===== src/rtl/butterfly_16_pipe_pkg.sv =====
// Shared tq datapath definitions: lane width, lane count, saturation limits and
// the 29-to-28-bit reduction helpers used by the butterfly add/sub pairs.
package butterfly_16_pipe_pkg;

    localparam int unsigned TQ_DW  = 28;
    localparam int unsigned TQ_N16 = 16;

    typedef logic signed [TQ_DW-1:0] lane_t;
    typedef logic signed [TQ_DW:0]   wide_t;

    localparam lane_t TQ_DW_MAX = {1'b0, {(TQ_DW-1){1'b1}}};
    localparam lane_t TQ_DW_MIN = {1'b1, {(TQ_DW-1){1'b0}}};

    function automatic lane_t reduce_wrap(wide_t x);
        return x[TQ_DW-1:0];
    endfunction

    // The top two bits of a 29-bit result disagree exactly when it leaves the 28-bit range.
    function automatic lane_t reduce_sat(wide_t x);
        if (x[TQ_DW] != x[TQ_DW-1]) begin
            return x[TQ_DW] ? TQ_DW_MIN : TQ_DW_MAX;
        end
        return x[TQ_DW-1:0];
    endfunction

endpackage


===== src/rtl/butterfly_16_pipe_if.sv =====
// Row bus of the 16-point butterfly stage: input row with control, registered output row.
interface butterfly_16_pipe_if;
    import butterfly_16_pipe_pkg::*;

    logic  i_valid;
    logic  i_start;
    logic  enable;
    logic  inverse;
    lane_t i_lane [TQ_N16];

    logic       o_valid;
    logic       o_last;
    logic [3:0] o_row;
    lane_t      o_lane [TQ_N16];

    modport master (
        output i_valid, i_start, enable, inverse, i_lane,
        input  o_valid, o_last, o_row, o_lane
    );

    modport slave (
        input  i_valid, i_start, enable, inverse, i_lane,
        output o_valid, o_last, o_row, o_lane
    );

endinterface


===== src/rtl/butterfly_16_pipe_bfly_addsub.sv =====
// One combinational add/subtract pair. Results wrap to 28 bits, or saturate when
// BUTTERFLY16_SAT_EN is defined.
module bfly_addsub
    import butterfly_16_pipe_pkg::*;
(
    input  lane_t a,
    input  lane_t b,
    output lane_t sum,
    output lane_t diff
);

    wide_t sum_w;
    wide_t diff_w;

    assign sum_w  = $signed({a[TQ_DW-1], a}) + $signed({b[TQ_DW-1], b});
    assign diff_w = $signed({a[TQ_DW-1], a}) - $signed({b[TQ_DW-1], b});

`ifdef BUTTERFLY16_SAT_EN
    assign sum  = reduce_sat(sum_w);
    assign diff = reduce_sat(diff_w);
`else
    assign sum  = reduce_wrap(sum_w);
    assign diff = reduce_wrap(diff_w);
`endif

endmodule


===== src/rtl/butterfly_16_pipe.sv =====
// Registered 16-point add/sub butterfly with valid tracking and a 4-bit row counter.
// Overflow handling is selected by BUTTERFLY16_SAT_EN inside bfly_addsub.
module butterfly_16_pipe
    import butterfly_16_pipe_pkg::*;
(
    input logic               clk,
    input logic               rst_n,
    butterfly_16_pipe_if.slave bus
);

    localparam int unsigned Half = TQ_N16 / 2;

    lane_t bf_a    [Half];
    lane_t bf_b    [Half];
    lane_t bf_sum  [Half];
    lane_t bf_diff [Half];
    lane_t res     [TQ_N16];
    lane_t lane_q  [TQ_N16];

    logic [3:0] cnt_q;
    logic [3:0] row_d;
    logic [3:0] row_q;
    logic       valid_q;
    logic       last_q;

    // Forward pairs mirror lanes (k, 15-k); inverse pairs the permuted halves (k, k+8).
    for (genvar k = 0; k < Half; k++) begin : g_pair
        assign bf_a[k] = bus.i_lane[k];
        assign bf_b[k] = bus.inverse ? bus.i_lane[k + Half] : bus.i_lane[TQ_N16 - 1 - k];

        bfly_addsub u_addsub (
            .a    (bf_a[k]),
            .b    (bf_b[k]),
            .sum  (bf_sum[k]),
            .diff (bf_diff[k])
        );

        assign res[k]              = bus.enable ? bf_sum[k]  : bus.i_lane[k];
        assign res[TQ_N16 - 1 - k] = bus.enable ? bf_diff[k] : bus.i_lane[TQ_N16 - 1 - k];
    end

    assign row_d = bus.i_start ? 4'd0 : cnt_q;

    always_ff @(posedge clk) begin
        if (!rst_n) begin
            valid_q <= 1'b0;
            last_q  <= 1'b0;
            row_q   <= 4'd0;
            cnt_q   <= 4'd0;
            for (int n = 0; n < TQ_N16; n++) begin
                lane_q[n] <= '0;
            end
        end else begin
            valid_q <= bus.i_valid;
            if (bus.i_valid) begin
                cnt_q  <= row_d + 4'd1;
                row_q  <= row_d;
                last_q <= (row_d == 4'd15);
                for (int n = 0; n < TQ_N16; n++) begin
                    lane_q[n] <= res[n];
                end
            end
        end
    end

    assign bus.o_valid = valid_q;
    assign bus.o_last  = last_q;
    assign bus.o_row   = row_q;

    for (genvar n = 0; n < TQ_N16; n++) begin : g_out
        assign bus.o_lane[n] = lane_q[n];
    end

endmodule


===== src/flat_wrapper.sv =====
// flat-port wrapper written by rule: the top's interface ports become plain ports
module butterfly_16_pipe_flat import butterfly_16_pipe_pkg::*;
  (clk, rst_n, bus_i_valid, bus_i_start, bus_enable, bus_inverse, bus_i_lane, bus_o_valid, bus_o_last, bus_o_row, bus_o_lane);
  butterfly_16_pipe_if bus_i ();
  input logic clk;
  input logic rst_n;
  input wire logic [$bits(bus_i.i_valid)-1:0] bus_i_valid;
  input wire logic [$bits(bus_i.i_start)-1:0] bus_i_start;
  input wire logic [$bits(bus_i.enable)-1:0] bus_enable;
  input wire logic [$bits(bus_i.inverse)-1:0] bus_inverse;
  input wire logic [$bits(bus_i.i_lane)-1:0] bus_i_lane;
  output wire logic [$bits(bus_i.o_valid)-1:0] bus_o_valid;
  output wire logic [$bits(bus_i.o_last)-1:0] bus_o_last;
  output wire logic [$bits(bus_i.o_row)-1:0] bus_o_row;
  output wire logic [$bits(bus_i.o_lane)-1:0] bus_o_lane;
  assign bus_i.i_valid = bus_i_valid;
  assign bus_i.i_start = bus_i_start;
  assign bus_i.enable = bus_enable;
  assign bus_i.inverse = bus_inverse;
  assign bus_i.i_lane = {>>{bus_i_lane}};
  assign bus_o_valid = bus_i.o_valid;
  assign bus_o_last = bus_i.o_last;
  assign bus_o_row = bus_i.o_row;
  assign bus_o_lane = {>>{bus_i.o_lane}};
  butterfly_16_pipe u_core (.clk(clk), .rst_n(rst_n), .bus(bus_i));
endmodule

===== config.mk =====
export PLATFORM = sky130hd
export DESIGN_NAME = butterfly_16_pipe_flat
export DESIGN_NICKNAME = d
export VERILOG_FILES = /design/src/rtl/butterfly_16_pipe_pkg.sv /design/src/rtl/butterfly_16_pipe_if.sv /design/src/rtl/butterfly_16_pipe_bfly_addsub.sv /design/src/rtl/butterfly_16_pipe.sv /design/src/flat_wrapper.sv
export SDC_FILE = /design/constraint.sdc
export NUM_CORES = 2
export LEC_CHECK = 0
export ABC_AREA = 1
export CAP_MARGIN = 40
export CELL_PAD_IN_SITES_DETAIL_PLACEMENT = 0
export CELL_PAD_IN_SITES_GLOBAL_PLACEMENT = 2
export CORE_MARGIN = 10
export CORE_UTILIZATION = 32
export CTS_CLUSTER_SIZE = 10
export DETAILED_ROUTE_END_ITERATION = 8
export GPL_TIMING_DRIVEN = 0
export PLACE_DENSITY = 0.95
export SLEW_MARGIN = 20
export SYNTH_ARGS = -nofsm -noshare
export SYNTH_HDL_FRONTEND = slang
export SYNTH_SLANG_ARGS = --single-unit

===== constraint.sdc =====
create_clock -name clk -period 25.3 [get_ports clk]
set_input_delay 5.06 -clock clk [delete_from_list [all_inputs] [get_ports clk]]
set_output_delay 5.06 -clock clk [all_outputs]
set_load 0.02 [all_outputs]

==> results by group <==
Critical path
  – RR Endpoint: u_core.bus.o_last
  – Reg2Reg Setup Slack: 24.07 ns
  – Startpoint types: input pin
  – Reg2Reg Launch Point: u_core.cnt_q[0]
  – Crit Path Category: in2reg
  – CP Max Fanout: 10
  – CP endpoint kind: register
  – CP arrival: 9.24 ns
  – Depth of the most critical reg-to-reg path: 5
  – Worst endpoint required time: 25.78 ns

Pwr
  – Worst vdd ir: 0.0497 mV
  – Clock share of power: 25.7%
  – Leak pwr: 39.5 nW
  – Switching power: 1.67 mW
  – Combinational power share: 48.0%
  – Switching Fraction: 44.6%
  – Power density cells: 51.0 mW/mm^2
  – Share of power burned in registers: 26.3%
  – Internal power: 2.07 mW

Outcome
  – Outcome: completed

Clocking
  – TritonCTS Buffers: 66
  – Cts-stage hold buffer count: 0
  – CTS root buf: clkbuf_16
  – CTS tree: done
  – Setup Buffers After CTS: 0
  – Clk pin slew, worst setup/hold paths: 0.06 ns
  – Clock latency on the worst-skew pair: 0.71 ns
  – H-tree depth: 3
  – # resized after CTS: 0
  – CTS Buffer Depth: 3
  – Clock sink total: 458

Place
  – DP Cell Count: 13,100
  – GP Congestion: 1.07
  – Input/output buffers: 904
  – DP Wirelength: 326 mm

Logic synthesis
  – Cell variety after synth: 44
  – Largest family of logic cells by synthesized area: simple AND/OR/NAND/NOR gates
  – Fraction of the mapped netlist area in adder cells: 10.7%
  – Sequential fraction of the synthesis area: 23.5%
  – Synth warnings: 0
  – Synth Instances: 9,756
  – Simple-gate share of the synthesized area: 33.3%
  – Synth Register Bits: 458
  – Synthesized netlist net count: 10,700
  – XOR/XNOR Fraction of Synth Area: 2.40%
  – Post-synthesis compound-gate area fraction: 12.7%
  – Multiplexer area fraction after synthesis: 0%
  – Mapped cell area: 0.0580 mm^2
  – Post-Syn Area per Cell: 5.95 um^2

STA
  – Worst Tran Pin Value: 0.969 ns
  – Final-report setup violation count: 0
  – Layout Skew: 0.00964 ns
  – Final hold violation count: 0
  – Worst slew margin: 34.7%
  – Tmin final: 8.77 ns
  – Sum Neg Setup Slack: 0 ns
  – Worst hold slack: 0.477 ns
  – Crit share post-route: 34.7%
  – RSZ-0062 raised after global routing: no
  – Final slew viol count: 0
  – Max Fclk: 114 MHz

Floorplanning
  – Chip height: 446 um
  – Ports: 908
  – Die X: 446 um
  – Rows: 156
  – Die area: 0.199 mm^2
  – Core Area: 0.181 mm^2
  – Initial core utilization: 32.1%

GRT
  – Initial antenna violation count: 147
  – Total gr overflow: 0
  – Pin count of the biggest net entering global routing: 60
  – GRT Total Usage: 36.0%
  – Vias in the first global route: 63,800
  – Global-route wire length before repair: 503 mm

Finish
  – Area growth syn-to-layout: 26.3%
  – Fillcell total: 20,100
  – Final Instance Count excl. Fillers: 13,300
  – Final net count: 11,700
  – Reg area: 0.0137 mm^2
  – Layout cells sized above 1: 5.33%
  – Footprint of the multi-input gates: 0.0343 mm^2

Route
  – WL final: 374 mm
  – Via count: 67,900
  – WL/cell: 28.1 um
  – Detail-routed via count per cell: 5.11
  – # DRC: 0
  – Pre-Repair DR Iteration Count: 6
  – Detail Route Antenna Nets: 0
  – DR iter-0 viols: 7,733

Min path
  – Hold-critical path depth: 2
  – Worst Hold Launch: u_core.cnt_q[2]
  – Hold Crit Class: reg2reg
  – Hold path endpoint: u_core.cnt_q[2]

Run
  – Number of max-cap violations: 0
[cells in the final DEF (no fill, tap or decap), drive strengths merged, types with 18 or more instances in the layout]
master and instances:
nand2 2831, inv 2193, nor2 1131, clkdlybuf4s50 904, a21oi 666, o21ai 592, nand3 571, ha 470
edfxtp 448, buf 316, clkbuf 181, xor2 137, nand4 90, diode 89, o21bai 87, nor3 56
and2 24, o211ai 21, o21a 18
[logic make-up (layout without fill, tap and decap cells)]
group                      Yosys count  in the layout
and+or+nand+nor                   4728           4728
buffers and inverters             2537           3618
AOI/OAI and AO/OA                 1395           1395
adders and majority gates          486            486
DFF                                458            458
xor gates and xnor gates           152            152
other                                0             89
[worst max path at each step]
stage | start | endpoint | cells past startpoint
2_1_floorplan | rst_n | u_core.lane_q[0][0] | 4
3_3_place_gp | bus_i_valid | u_core.cnt_q[1] | 4
3_5_place_dp | bus_inverse | u_core.lane_q[0][20] | 19
4_1_cts | bus_inverse | u_core.lane_q[0][20] | 19
5_1_grt | bus_inverse | u_core.lane_q[0][20] | 19
6_report | bus_inverse | u_core.lane_q[0][20] | 19
[layout make-up]
| class | instances | share of cell area [%] |
|---|---|---|
| Antenna cell | 89 | 0.304 |
| Buffer | 348 | 2.59 |
| Clock buffer | 82 | 2.38 |
| Clock inverter | 28 | 0.495 |
| Inverter | 2189 | 11.2 |
| Multi-Input combinational cell | 6761 | 46.8 |
| Sequential cell | 458 | 18.6 |
| Tap cell | 2370 | 4.05 |
| Timing Repair Buffer | 971 | 13.6 |
[critical path, cell delays in order]
cell	delay (ns)
buf_6	0.20
buf_6	0.21
buf_4	0.31
buf_4	0.26
buf_2	0.44
nor2_1	0.10
a21oi_1	0.37
ha_1	0.42
inv_1	0.12
fa_1	0.49
o21ai_0	0.26
and2_1	0.25
nand2_1	0.10
nand3b_1	0.15
nand2_1	0.10
nand3_1	0.08
nand3_1	0.16
nand2_1	0.12
inv_1	0.04
[registers in the layout, indices dropped and copies added, names as in the netlist]
signal,cells
u_core.lane_q,448
u_core.bus.o_row,4
u_core.cnt_q,4
u_core.bus.o_last,1
u_core.bus.o_valid,1
[through the flow]
step	utilization [%]	setup slack (ns)	power [mW]	instance area (um^2)
2_1_floorplan	-	6.61	1.96	58000
3_3_place_gp	38.8	0.0102	2.75	70000
3_5_place_dp	39.3	15.88	2.75	70900
4_1_cts	40.4	16.65	3.71	73000
5_1_grt	40.6	16.44	3.91	73200
6_report	40.6	16.53	3.74	73300
[power groups by stage]
stage | Sequential, mW | Clock [mW] | Combinational, mW
2_1_floorplan | 1.09 | 0 | 0.862
4_1_cts | 0.981 | 0.973 | 1.76
6_report | 0.983 | 0.961 | 1.80
3_3_place_gp | 1.02 | 0 | 1.73
3_5_place_dp | 0.995 | 0 | 1.75
5_1_grt | 0.985 | 1.00 | 1.92
[metal layers]
layer  part of all wire (%)  track usage (%)  vias up
met3                    7.5             6.04      680
li1                       -                -    32100
met4                    6.6             22.0       22
met2                     44             56.3     3110
met1                     42             46.0    32000
met5                  0.037                0        -
[Yosys cell counts, drive strengths merged]
| master | n | share of area (%) |
|---|---|---|
| a211oi | 1 | 0.013 |
| o32ai | 2 | 0.030 |
| clkbuf | 99 | 0.64 |
| a21oi | 666 | 5.8 |
| or2 | 9 | 0.097 |
| nor4 | 9 | 0.097 |
| nand2 | 2831 | 18 |
| xor2 | 137 | 2.2 |
| o21bai | 87 | 1.1 |
| nor3 | 56 | 0.62 |
| o21ai | 592 | 5.2 |
| nand3 | 571 | 5.0 |
| ha | 470 | 10 |
| nand3b | 7 | 0.091 |
| nor2 | 1131 | 7.8 |
| and2 | 24 | 0.26 |
| nand4 | 90 | 0.97 |
| o211ai | 21 | 0.27 |
| edfxtp | 448 | 23 |
| buf | 249 | 2.6 |
| fa | 16 | 0.55 |
| o21a | 18 | 0.23 |
| a31oi | 1 | 0.011 |
| a21o | 3 | 0.039 |
| xnor2 | 15 | 0.23 |
| inv | 2189 | 14 |
| o22ai | 4 | 0.043 |
| dfxtp | 10 | 0.35 |
Note: power is estimated with default switching activity, not from simulation.
